===== src/rtl/stopwatch_ctrl.sv =====
// Stopwatch sequencer for two cascaded mod-60 BCD counters: 1 s prescaler,
// start/pause/clear/lap button handling, counter enables and display freeze.
module stopwatch_ctrl #(
  parameter int TICK_DIV = 50_000_000
) (
  input  logic       clk,
  input  logic       rst,
  input  logic       btn_ss,
  input  logic       btn_clr,
  input  logic       btn_lap,
  input  logic       sec_co,
  input  logic       min_co,
  input  logic [7:0] sec_bcd,
  input  logic [7:0] min_bcd,
  output logic       sec_en,
  output logic       min_en,
  output logic       cnt_rst,
  output logic [7:0] disp_sec,
  output logic [7:0] disp_min,
  output logic       running,
  output logic       lap_active,
  output logic       ovf
);

  localparam int PW = $clog2(TICK_DIV);
  localparam logic [PW-1:0] LAST = PW'(TICK_DIV - 1);

  typedef enum logic [1:0] {IDLE, RUN, PAUSE, FULL} state_t;

  state_t      state;
  logic [PW-1:0] prescaler;
  logic        ss_prev, clr_prev, lap_prev;
  logic [7:0]  frz_sec, frz_min;
  logic        ss_edge, clr_edge, lap_edge, tick, saturated;

  always_comb begin
    ss_edge   = btn_ss  & ~ss_prev;
    clr_edge  = btn_clr & ~clr_prev;
    lap_edge  = btn_lap & ~lap_prev;
    tick      = (state == RUN) && (prescaler == LAST);
    saturated = tick && sec_co && min_co;
    sec_en    = tick && !(sec_co && min_co);
    min_en    = tick && sec_co && !min_co;
    running   = (state == RUN);
    disp_sec  = lap_active ? frz_sec : sec_bcd;
    disp_min  = lap_active ? frz_min : min_bcd;
  end

  // The prescaler advances in every RUN cycle, even one that also sees an
  // ss edge, so a pause keeps the partial second it has accumulated.
  always_ff @(posedge clk) begin
    if (rst) begin
      state      <= IDLE;
      prescaler  <= '0;
      ss_prev    <= 1'b0;
      clr_prev   <= 1'b0;
      lap_prev   <= 1'b0;
      frz_sec    <= 8'h00;
      frz_min    <= 8'h00;
      cnt_rst    <= 1'b0;
      lap_active <= 1'b0;
      ovf        <= 1'b0;
    end else begin
      ss_prev  <= btn_ss;
      clr_prev <= btn_clr;
      lap_prev <= btn_lap;
      cnt_rst  <= clr_edge;
      if (clr_edge) begin
        state      <= IDLE;
        prescaler  <= '0;
        lap_active <= 1'b0;
        ovf        <= 1'b0;
      end else begin
        if (state == RUN)
          prescaler <= tick ? '0 : prescaler + 1'b1;
        if (ss_edge) begin
          case (state)
            IDLE: begin
              state     <= RUN;
              prescaler <= '0;
            end
            RUN:     state <= PAUSE;
            PAUSE:   state <= RUN;
            default: state <= state;
          endcase
        end else if (saturated) begin
          state <= FULL;
          ovf   <= 1'b1;
        end
        if (lap_edge) begin
          if (lap_active)
            lap_active <= 1'b0;
          else if (state == RUN || state == PAUSE) begin
            lap_active <= 1'b1;
            frz_sec    <= sec_bcd;
            frz_min    <= min_bcd;
          end
        end
      end
    end
  end

endmodule

===== config.mk =====
export PLATFORM = sky130hd
export DESIGN_NAME = stopwatch_ctrl
export DESIGN_NICKNAME = d
export VERILOG_FILES = /design/src/rtl/stopwatch_ctrl.sv
export SDC_FILE = /design/constraint.sdc
export NUM_CORES = 1
export LEC_CHECK = 0
export CORE_ASPECT_RATIO = 1.2
export CORE_MARGIN = 5
export CORE_UTILIZATION = 30
export DETAILED_ROUTE_END_ITERATION = 12
export GPL_ROUTABILITY_DRIVEN = 0
export SLEW_MARGIN = 25
export SYNTH_ARGS = -nofsm -noshare
export SYNTH_HDL_FRONTEND = slang
export SYNTH_SLANG_ARGS = --single-unit

===== constraint.sdc =====
create_clock -name clk -period 2.6 [get_ports clk]
set_input_delay 0.39 -clock clk [delete_from_list [all_inputs] [get_ports clk]]
set_output_delay 0.39 -clock clk [all_outputs]
set_load 0.01 [all_outputs]

# --- Word level (Yosys, flattened, before mapping) ---
# Cells that the tools add are included.
totals:
  regBits: 50
  elab_cells: 51
op_classes:
  bitwise_logic: 9
  add_sub_neg: 1
  n_mux: 11
  n_reduce_logical: 16
  n_eq_ne: 4
op_table:
  columns: ["op", "n"]
  rows:
  - ["two-way mux 26 bit", 4]
  - ["adder 26 x 1 -> 26 bit (second input constant)", 1]
  - ["== test 26 bit (second input constant)", 1]
  - ["two-way mux 8 bit", 2]
  - ["logical AND 1 bit", 6]
  - ["inverter 1 bit", 6]
  - ["two-way mux 2 bit", 2]
  - ["one-hot mux 2 bit (2 select lines)", 1]
  - ["AND reduction 2 bit", 2]
  - ["AND reduction 4 bit", 1]
  - ["OR reduction 2 bit", 2]
  - ["AND 1 bit", 3]
  - ["!= test 3 bit (second input constant)", 1]
  - ["== test 2 x 1 -> 1 bit (second input constant)", 1]
  - ["== test 2 bit (second input constant)", 1]
  - ["logical NOT 1 bit", 2]
  - ["logical NOT 2 bit", 1]
  - ["two-way mux 1 bit", 2]
  - ["nonzero test 2 bit", 1]
  - ["logical OR 1 bit", 1]

# --- Longest topological paths before layout ---
logic_depth:
  depth_word: 6
  ltp_mapped: 8

# --- Worst setup path after synthesis ---
# No wires, ideal clock.
synth_timing:
  path_kind: "register to output"
  startpoint: "register prescaler[7]"
  endpoint: "output min_en"
  arrival_ns: 1.699
  path_slack_ns: 0.511
  required_ns: 2.210
  path_buffers: 1
  stages_incl_launch_ff: 6
  cell_sequence: "dfxtp_1 buf_6 or4b_4 nor4_4 nand4_2 nor3b_1"
synth_between:
  elab_chain_len: 4
synth_lines:
  columns: ["item", "line", "text"]
  rows:
  - ["start, declared", "31", "logic [PW-1:0] prescaler;"]
  - ["start signal, assigned", "75", "prescaler <= tick ? '0 : prescaler + 1'b1;"]
  - ["== test 26 bit", "40", "tick = (state == RUN) && (prescaler == LAST);"]
  - ["logical AND 1 bit", "40", null]
  - ["logical AND 1 bit (2 in a row)", "43", "min_en = tick && sec_co && !min_co;"]
  - ["end, declared", "16", "output logic min_en,"]
# Every way passes these cells.

# --- Worst setup path in the final report ---
layout_timing:
  startpoint: "register prescaler[8]"
  endpoint: "output min_en"
# The elaborated chain is that of the path after synthesis.

==> results.tsv <==
stage	metric	value	unit
run_status	status	completed	
synthesis	synth_edf_count	0	
floorplanning	die_y	109	um
clocking	cts_hold_buf	0	
power	switching_share	24.2	%
critical_path	crit_required	2.21	ns
clocking	cts_buffers	5	
sta	slew_headroom	57.0	%
finish	areaGrowthSynthToFinish	27.2	%
sta	worst_hold_slack	0.414	ns
synthesis	synth_top_family_by_area	simple AND/OR/NAND/NOR gates	
synthesis	synth_area_leader_cell	dfxtp_1	
power	ir_worst_vdd	0.233	mV
critical_path	endpoint	min_en	
critical_path	cp_slowest_cell	or4b_4	
clocking	cts_max_path_buffers	2	
place	dp_hpwl	3.77	mm
floorplanning	core.rowCount	36	
grt	grt_pass1_vias	2003	
sta	layout_min_cycle_time	2.50	ns
grt	grt_usage	11.0	%
clocking	clkTransAtPathRegs	0.10	ns
finish	drive_gt1_share	14.6	%
critical_path	ff2ff_path_depth	6	
synthesis	synth-xor-area-share	6.84	%
clocking	root_buffer	clkbuf_8	
synthesis	yosysTopAreaCellShare	41.2	%
critical_path	critPathCaptureType	output pin	
critical_path	cp-start-kind	flop	
critical_path	cp_cell_sequence	or4b_4 > nor4_4 > nand4_2 > nor3b_2 > dlygate4sd2_1	
floorplanning	core	8020	um2
sta	finalHoldViolCount	0	
power	pwr-share-comb	12.3	%
power	leakagePower	1.08	nW
power	power_density	456	nW/um2
grt	grt-busiest-layer	met2	
synthesis	ys_async_sr_fraction	0	%
clocking	cts.repair.resized	2	
grt	grt.met2_usage	18.7	%
clocking	postCtsSetupRepairBufs	0	
floorplanning	dieArea	10000	um2
power	power.switching	0.342	mW
finish	layout_common_cells	dfxtp_1 (50), nor2_1 (46), clkdlybuf4s50_1 (42)	
floorplanning	die_x	92.2	um
sta	fin_ws	0.0961	ns
grt	grt_antenna_before_repair	0	
synthesis	synth-simple-area-share	26.3	%
critical_path	crit_fanout	3	
finish	fin_util	38.6	%
synthesis	synthesis.nets	291	
grt	grt.overflow.total	0	
place	portBuffers	44	
sta	skew	0.0116	ns
critical_path	reg2reg_from	prescaler[8]	
grt	grtUsageMet3	3.86	%
power	p_int	1.07	mW
clocking	cts_max_level	2	
drt	drt-vias-per-instance	4.83	
hold_path	hold_path_depth	1	
sta	timing.fmax	399	MHz
synthesis	yosysWarnings	0	
sta	setup_viol	0	
sta	tightestPinTransition	0.643	ns
finish	nets	341	
power	p_clk_share	32.2	%
hold_path	hold_path.class	reg2reg	
job	max_cap_violations	0	
synthesis	ys_top_cells_by_area	dfxtp_1 (41%), mux2_2 (7.4%), nor2_1 (7.1%)	
floorplanning	io_pins	45	
grt	grt_max_degree	21	
finish	stdcell_area	3090	um2
finish	final_common_cell	dfxtp_1	
place	place_ws	0.152	ns
synthesis	synthCells	263	
synthesis	ys_types	41	
synthesis	yosysSeqAreaShare	41.2	%
clocking	insertion_delay	0.30	ns
drt	ant_nets	0	
drt	wirelength	5.16	mm
power	p_seq_share	55.5	%
critical_path	max_stage_delay	0.54	ns
clocking	clock-sinks	50	
critical_path	r2r_slack	0.52	ns
drt	wl_per_cell	12.6	um
synthesis	synth_top_flop_cell	dfxtp_1	
critical_path	crit_start	prescaler[8]	
synthesis	synthAdderAreaFrac	2.57	%
floorplanning	initial_core_util	30.3	%
drt	drt_iter0_drc	91	
grt	grt_pass1_wl	9.08	mm
sta	min_period_over_period	96.3	%
finish	diodes	0	
critical_path	r2r-end	prescaler[17]	
drt	dr_total_vias	1976	
clocking	cts_tree	yes	
sta	fin_setup_tns	0	ns
synthesis	synthMuxAreaShare	14.0	%
grt	met1_usage	13.0	%
drt	drt_first_pass_iters	4	
critical_path	arrival	2.11	ns
drt	drc	0	
synthesis	synth_compound_area_share	5.81	%
place	postPlaceCellArea	3000	um2
synthesis	synth_seq_cells	50	
synthesis	syn_area	2430	um2
sta	maxSlewViolCount	0	
critical_path	path_class	reg2out	
synthesis	syn_area_per_cell	9.25	um2
[worst min-delay path by stage]
stage / startpoint / end / slack, ns
after detailed placement: clr_prev / cnt_rst / 0.41
after floorplan: clr_prev / cnt_rst / 0.39
after CTS: clr_prev / cnt_rst / 0.42
after global placement: clr_prev / cnt_rst / 0.40
final: clr_prev / cnt_rst / 0.41
after global routing: clr_prev / cnt_rst / 0.43
[worst max-delay path, delay by kind of cell (launching register included)]
family                 cells  cell delay [ns]
and+or+nand+nor            4             1.19
buffers and inverters      1             0.29
DFF                        1             0.32
[synthesized netlist by cell type (2+ instances only)]
cell type / number
nand2b_1: 2
mux2_2: 16
and3_1: 3
xnor2_1: 3
o21ai_0: 3
a41oi_1: 2
nor3_1: 6
nand3b_1: 3
nand2_1: 13
nor2b_1: 9
clkbuf_1: 4
mux2i_1: 16
inv_1: 5
xor2_1: 16
dfxtp_1: 50
nor4_4: 2
a21oi_1: 9
nand4_1: 10
or2_2: 4
nor2_1: 46
ha_1: 5
nand3_1: 13
a311oi_1: 3
buf_2: 3
[power by group through the flow]
stage	logic (mW)	registers (mW)	clock network, mW
6_report	0.173	0.784	0.455
3_5_place_dp	0.175	0.802	0
4_1_cts	0.177	0.784	0.480
5_1_grt	0.191	0.786	0.506
3_3_place_gp	0.174	0.802	0
2_1_floorplan	0.0847	0.801	0
[per-layer routing]
layer / part of all wire (%) / wire length, um / up-vias
met5: 0 / 0 / -
met4: 1.3 / 65 / 0
met3: 6.4 / 329 / 5
met2: 47 / 2410 / 38
met1: 46 / 2360 / 922
li1: - / - / 1011
[sequential cells by signal, indices dropped and copies added (netlist names)]
name / flops
frz_min: 8
frz_sec: 8
state: 2
clr_prev: 1
ovf: 1
lap_prev: 1
cnt_rst: 1
ss_prev: 1
lap_active: 1
prescaler: 26
[per-stage QoR]
| stage | instances | power [mW] |
|---|---|---|
| floorplan | 263 | 0.886 |
| global placement | 401 | 0.975 |
| detailed placement | 401 | 0.977 |
| CTS | 409 | 1.44 |
| global route | 409 | 1.48 |
| finish | 409 | 1.41 |
[cell type report]
| type | count | area, um2 |
|---|---|---|
| multi-input combinational | 197 | 1360 |
| inverter | 5 | 18.8 |
| timing repair buffer | 54 | 513 |
| fill | 825 | 4920 |
| sequential | 50 | 1000 |
| clock buffer | 6 | 72.6 |
| tap | 95 | 119 |
| clock inverter | 2 | 13.8 |
[cells by family after synthesis]
family	count (synthesis)
flops	50
mux	32
simple gates	119
buf+inv	16
fa+ha+maj	5
xor+xnor	19
compound gates	22
(Power assumes the default switching activity.)
